--- src/rtl/sprite_rom_arbiter.sv ---
// sprite_rom_arbiter
//   Round-robin share of one 256x8 combinational sprite ROM between NREQ
//   renderers. Each grant reads two bytes (lo at {row,0}, hi at {row,1}) and
//   returns them as a 16-bit row with a one-cycle ack. One fetch in flight.
//
// Ports
//   clk       pixel clock, rising edge
//   reset     synchronous, active-high
//   req       per-requester level request, held until ack
//   row_addr  per-requester {bitmap[2:0], row[3:0]}, slice i = [7i+6:7i]
//   ack       one-cycle pulse: data_out slice for that requester updated
//   data_out  per-requester row {hi, lo}, slice i = [16i+15:16i]
//   rom_addr  registered ROM address
//   rom_bits  ROM data, combinational from rom_addr
//   busy      high while a fetch is in progress
//   gnt_id    requester currently or last served
module sprite_rom_arbiter #(
    parameter int NREQ = 2
) (
    input  logic                 clk,
    input  logic                 reset,
    input  logic [NREQ-1:0]      req,
    input  logic [7*NREQ-1:0]    row_addr,
    output logic [NREQ-1:0]      ack,
    output logic [16*NREQ-1:0]   data_out,
    output logic [7:0]           rom_addr,
    input  logic [7:0]           rom_bits,
    output logic                 busy,
    output logic [1:0]           gnt_id
);

    typedef enum logic [1:0] {
        IDLE     = 2'd0,
        FETCH_LO = 2'd1,
        FETCH_HI = 2'd2
    } state_t;

    state_t                 r_state, w_next;
    logic [1:0]             r_ptr, r_cur, r_gnt;
    logic [7:0]             r_rom_addr, r_lo;
    logic [NREQ-1:0]        r_ack;
    logic [NREQ-1:0][15:0]  r_data;

    logic [NREQ-1:0]        w_elig;
    logic                   w_any;
    logic [1:0]             w_win;
    logic [6:0]             w_win_row, w_cur_row;
    logic [1:0]             w_ptr_nxt;

    // (a + b) mod NREQ; both operands are already below NREQ.
    function automatic logic [1:0] wrap_add(input logic [1:0] a, input int b);
        int s;
        s = int'(a) + b;
        if (s >= NREQ) s = s - NREQ;
        return s[1:0];
    endfunction

    // A requester in its ack cycle still has req high; mask it so it is
    // not granted again before it has had a chance to drop req.
    assign w_elig = req & ~r_ack;

    // Scan ptr+NREQ-1 down to ptr so the last hit is the first in RR order.
    always_comb begin
        w_any = 1'b0;
        w_win = '0;
        for (int k = NREQ-1; k >= 0; k--) begin
            for (int i = 0; i < NREQ; i++) begin
                if (wrap_add(r_ptr, k) == 2'(i) && w_elig[i]) begin
                    w_any = 1'b1;
                    w_win = 2'(i);
                end
            end
        end
    end

    always_comb begin
        w_win_row = '0;
        w_cur_row = '0;
        for (int i = 0; i < NREQ; i++) begin
            if (w_win == 2'(i)) w_win_row = row_addr[7*i +: 7];
            if (r_cur == 2'(i)) w_cur_row = row_addr[7*i +: 7];
        end
    end

    assign w_ptr_nxt = wrap_add(r_cur, 1);

    // FSM: state register
    always_ff @(posedge clk) begin
        if (reset) r_state <= IDLE;
        else       r_state <= w_next;
    end

    // FSM: next state
    always_comb begin
        w_next = r_state;
        case (r_state)
            IDLE:     if (w_any) w_next = FETCH_LO;
            FETCH_LO: w_next = FETCH_HI;
            FETCH_HI: w_next = IDLE;
            default:  w_next = IDLE;
        endcase
    end

    // FSM: outputs
    always_comb begin
        busy = (r_state != IDLE);
    end

    // Datapath
    always_ff @(posedge clk) begin
        if (reset) begin
            r_ptr      <= '0;
            r_cur      <= '0;
            r_gnt      <= '0;
            r_rom_addr <= '0;
            r_lo       <= '0;
            r_ack      <= '0;
            r_data     <= '0;
        end else begin
            r_ack <= '0;
            case (r_state)
                IDLE: begin
                    if (w_any) begin
                        r_cur      <= w_win;
                        r_gnt      <= w_win;
                        r_rom_addr <= {w_win_row, 1'b0};
                    end
                end
                FETCH_LO: begin
                    r_lo       <= rom_bits;
                    r_rom_addr <= {w_cur_row, 1'b1};
                end
                FETCH_HI: begin
                    for (int i = 0; i < NREQ; i++) begin
                        if (r_cur == 2'(i)) begin
                            r_data[i] <= {rom_bits, r_lo};
                            r_ack[i]  <= 1'b1;
                        end
                    end
                    r_ptr <= w_ptr_nxt;
                end
                default: ;
            endcase
        end
    end

    assign ack      = r_ack;
    assign data_out = r_data;
    assign rom_addr = r_rom_addr;
    assign gnt_id   = r_gnt;

endmodule
--- config.mk ---
export PLATFORM = sky130hd
export DESIGN_NAME = sprite_rom_arbiter
export DESIGN_NICKNAME = d
export VERILOG_FILES = /design/src/rtl/sprite_rom_arbiter.sv
export SDC_FILE = /design/constraint.sdc
export NUM_CORES = 1
export LEC_CHECK = 0
export ABC_AREA = 1
export CAP_MARGIN = 5
export CORE_UTILIZATION = 46
export DETAILED_ROUTE_END_ITERATION = 7
export PLACE_DENSITY = 0.82
export SLEW_MARGIN = 25
export SYNTH_ARGS = -nofsm -noshare
export SYNTH_HDL_FRONTEND = slang
export SYNTH_SLANG_ARGS = --single-unit
--- constraint.sdc ---
create_clock -name clk -period 1.6 [get_ports clk]
set_input_delay 0.16 -clock clk [delete_from_list [all_inputs] [get_ports clk]]
set_output_delay 0.16 -clock clk [all_outputs]
set_load 0.02 [all_outputs]
Yosys cells after proc, flatten, opt, wreduce, memory -nomap -nowiden
Cells that the tools add are included.
Storage, ports and cells
  register bits after elaboration: 56
  input port bits: 26
  word-level logic and storage cells: 62
Cells by class
  add/subtract/negate cells: 5
  magnitude comparators: 3
  equality and inequality tests: 7
  multiplexer cells: 20
  bitwise logic cells: 3
  reductions and logical operators: 16
Operators with widths (number)
  7-bit 2-to-1 mux: 4
  8-bit case mux with 2 select lines: 1
  2-bit 2-to-1 mux: 6
  2-bit by 1-bit equality test with 1-bit output (second input constant): 5
  2-bit zero test: 5
  8-bit 2-to-1 mux: 1
  2-bit AND reduction: 4
  1-bit 2-to-1 mux: 7
  2-bit by 1-bit adder with 3-bit output (second input constant): 2
  3-bit by 2-bit greater-or-equal comparator with 1-bit output (second input constant): 2
  2-bit subtractor (second input constant): 3
  1-bit logical AND: 4
  2-bit case mux with 2 select lines: 1
  2-bit nonzero test: 2
  2-bit bitwise AND: 1
  2-bit equality test (second input constant): 1
  2-bit greater-or-equal comparator (second input constant): 1
  2-bit != test (second input constant): 1
  2-bit NOT: 1
  2-bit OR reduction: 1
  1-bit NOT: 1

Longest topological paths before layout
  depth after elaboration: 13
  mapped depth: 7

Worst setup path before layout
OpenSTA, ideal clock, no wires.
  path type: register -> register
  start: register r_ack[1], in the netlist ack[1]
  end: register r_rom_addr[3], in the netlist rom_addr[3]
  setup time: 0.118 ns
  arrival: 1.086 ns
  data required time: 1.482 ns
  slack: 0.396 ns
  cell stages (with the launch flop): 8
  buffers on the path: 0
  cells stage by stage: dfxtp_1 inv_1 nand2_1 clkinv_1 nand2_1 nand2_1 nand3_1 a21oi_1
On the way
  cells in the longest elaborated chain, start to end: 11
  elaborated cells on any way between the ends: 18
RTL lines
  from (decl): RTL line 41  | logic [NREQ-1:0] r_ack;
  from (signal assigned): RTL line 117  | r_ack <= '0;
  from (signal assigned): RTL line 120  | r_ack <= '0;
  from (signal, indexed assignment): RTL line 137  | r_ack[i] <= 1'b1;
  2-bit NOT (*): RTL line 60  | assign w_elig = req & ~r_ack;
  2-bit bitwise AND (*): RTL line 60
  1-bit logical AND: RTL line 68  | if (wrap_add(r_ptr, k) == 2'(i) && w_elig[i]) begin
  1-bit 2-to-1 mux: RTL line 68
  2-bit 2-to-1 mux (2 in a row): RTL line 68
  2-bit zero test: RTL line 80  | if (w_win == 2'(i)) w_win_row = row_addr[7*i +: 7];
  7-bit 2-to-1 mux (2 in a row): RTL line 80
  8-bit 2-to-1 mux: RTL line 123  | if (w_any) begin
  8-bit case mux with 2 select lines: RTL line 121  | case (r_state)
  to (signal assigned): RTL line 126  | r_rom_addr <= {w_win_row, 1'b0};
  to (signal assigned): RTL line 131  | r_rom_addr <= {w_cur_row, 1'b1};
  to (decl): RTL line 40  | logic [7:0] r_rom_addr, r_lo;
Every way passes the cells marked *; elsewhere a longest branch is shown, timed or not. The select of a mux whose other input is x is not followed.
A chain may end at the register's enable or synchronous reset.

Worst setup path in the final report
  start: register r_rom_addr[0], in the netlist rom_addr[0]
  end: output port rom_addr[0]
RTL lines
  to (decl): RTL line 26  | output logic [7:0] rom_addr,
No word-level cell between the ends.

==> qor.txt <==
failing checks -> DRC
Routed Antenna Nets -> 0
fraction of synthesized cell area taken by the top area cell type -> 0.4881
placed cell area -> 2959 sq um
GRT Total Usage -> 0.2290
first-pass iteration count of the detailed router -> 6
Worst path max stage delay -> 620 ps
Final GP Congestion -> 0.7979
worst path cell trace -> clkdlybuf4s50_1
setup TNS -> 0 ps
Crit Path Category -> register to output pin
Synth async-reset ratio -> 0
Max Clock Skew -> 2.864 ps
P per Cell Area -> 951.7 nW/um^2
P_int -> 2.150 mW
worst path buffer plus inverter count -> 1
total wire length -> 5766 microns
syn avg cell area -> 7.407 sq um
CP top delay family -> buffers and inverters
die height -> 71.39 microns
CTS root buf -> clkbuf_8
Main synth FF type -> dfxtp_1
Setup Buffers After CTS -> 0
first-pass GRT wire length -> 9156 microns
crit path max fanout -> 2
Lkg Pwr -> 1.287 nW
Tcrit/Tclk final -> 0.9000
CP max stage cell -> clkdlybuf4s50_1
hold crit path type -> primary input to register
Seq/Total Area, Yosys -> 0.4881
Yosys reg bits -> 54
CTS tree -> done
Net Sw Power -> 771.1 uW
vias per cell -> 5.252
IO Count -> 71
Iter 0 DRT Violations -> 176
outcome -> finished with violations
Final nets -> 394
Worst Path Required -> 1440 ps
via count -> 2206
Synth area leader -> dfxtp_1
Core Region -> 4504 sq um
hold_buf cts -> 0
Area Growth Syn to Fin -> 38.59%
Mapped Area -> 2215 sq um
clk buf depth -> 2
H-tree depth -> 2
Die W -> 71.39 microns
Synth area leaders -> dfxtp_1, nand2_1, a21oi_1
Post-synth EDFFs -> 0
initial antenna violation count -> 0
Max IR drop VDD -> 0.0006625 V
Initial Utilization -> 0.4917
Final Hold Viols -> 0
Port Buffers -> 69
vias in the first global route -> 2043
top post-synthesis cells by count -> nand2_1, dfxtp_1, a21oi_1, nand3_1, inv_1
Post-DP HPWL -> 4102 microns
clock-pin slew on the worst setup and hold paths -> 90 ps
largest net degree at the start of global routing -> 30
crit path time final -> 1440 ps
Critical Path AT -> 1280 ps
final setup fails -> 0
clock share of power -> 0.316
std cell rows -> 24
WL/cell -> 13.73 microns
post-synthesis net count -> 325
post-route cell area -> 3069 sq um
Post-Syn Instances -> 299
switching share of power -> 0.2640
startpoint types -> register
Comb pwr share -> 0.184
Die ar. -> 5096 sq um
final slew viol count -> 0
cell with the most instances after synthesis -> nand2_1
RSZ-0062 raised after global routing -> no
max cap viols -> 0
share of cells above drive strength 1 -> 0.06793
power share of the sequential group -> 0.501
total global routing overflow -> 0
Residual DRC -> 4
insertion delay to the later sink of the worst-skew pair -> 300 ps
highest clock rate -> 694.5 MHz
Num CTS Buffers -> 5
Ant. Diodes -> 0
count of cell types in the netlist -> 19
endpoint type of the worst setup path -> output pin
clk sink count -> 54
Synthesis Warnings -> 0
[logic make-up after synthesis]
group | synth area share
other | 0.001693
DFF | 0.4881
buffers and inverters | 0.09152
AOI/OAI and AO/OA | 0.1469
and+or+nand+nor | 0.2718
[routing by layer]
metal  wire length [microns]  up-vias  global-route usage  share of wire
li1                        -     1115                   -              -
met1                    2687     1012              0.3137           0.47
met2                    2691       72              0.3566           0.47
met3                     308        7             0.04079          0.053
met4                      78        0             0.09778          0.014
met5                       0        -                   0              0
[per-stage QoR]
stage,utilization,power [mW],hold slack (ps),std cells,setup WS [ps]
2_1_floorplan,-,1.792,229.1,299,396.4
3_3_place_gp,0.6569,2.010,454.6,413,228.5
3_5_place_dp,0.6569,2.027,452.8,413,130.9
4_1_cts,0.6814,2.926,455.7,420,156.2
5_1_grt,0.6814,3.042,482.3,420,117.3
6_report,0.6814,2.921,459.4,420,160.0
[final timing paths]
check	from	endpoint	slack, ps	cells after the start
max	rom_addr[0]	rom_addr[0]	160	1
min	rom_bits[1]	r_lo[1]	460	3
max reg2reg	r_state[0]	rom_addr[2]	300	6
min reg2reg	data_out[4]	data_out[4]	470	2
[power groups by stage]
stage,sequential [mW],clock (mW),combinational [mW]
after floorplan,1.53,0,0.261
after CTS,1.46,0.929,0.535
after global placement,1.49,0,0.516
final,1.46,0.922,0.536
after detailed placement,1.49,0,0.536
after global routing,1.47,0.987,0.584
[registers in the layout, indices dropped and copies added (netlist names)]
| register | flops |
|---|---|
| r_ptr | 1 |
| r_lo | 8 |
| r_state | 2 |
| gnt_id | 1 |
| ack | 2 |
| data_out | 32 |
| rom_addr | 8 |
[cell type report]
class	count	area, sq um
fill	391	1435
sequential	54	1081
multi-input combinational	197	930.9
timing repair buffer	79	763.2
inverter	31	116.4
clock buffer	6	82.58
tap	52	65.06
clock inverter	1	30.03
[timing repair]
action,4_1_cts,5_1_grt
setup endpoints to repair,2,0
gates resized for setup,2,0
endpoints found under the hold margin,0,0
[cell usage in the layout, fill, tap and decap left out, types with 2 or more instances in the layout]
cell type	instances
a21oi_1	48
buf_4	10
clkbuf_8	6
clkdlybuf4s50_1	67
dfxtp_1	54
dlygate4sd2_1	2
inv_1	27
inv_2	3
nand2_1	66
nand2_2	3
nand3_1	47
nand3b_1	8
nor2_1	5
o21ai_0	15
o21ai_1	2
No activity file was read; power rests on OpenSTA's default activity.
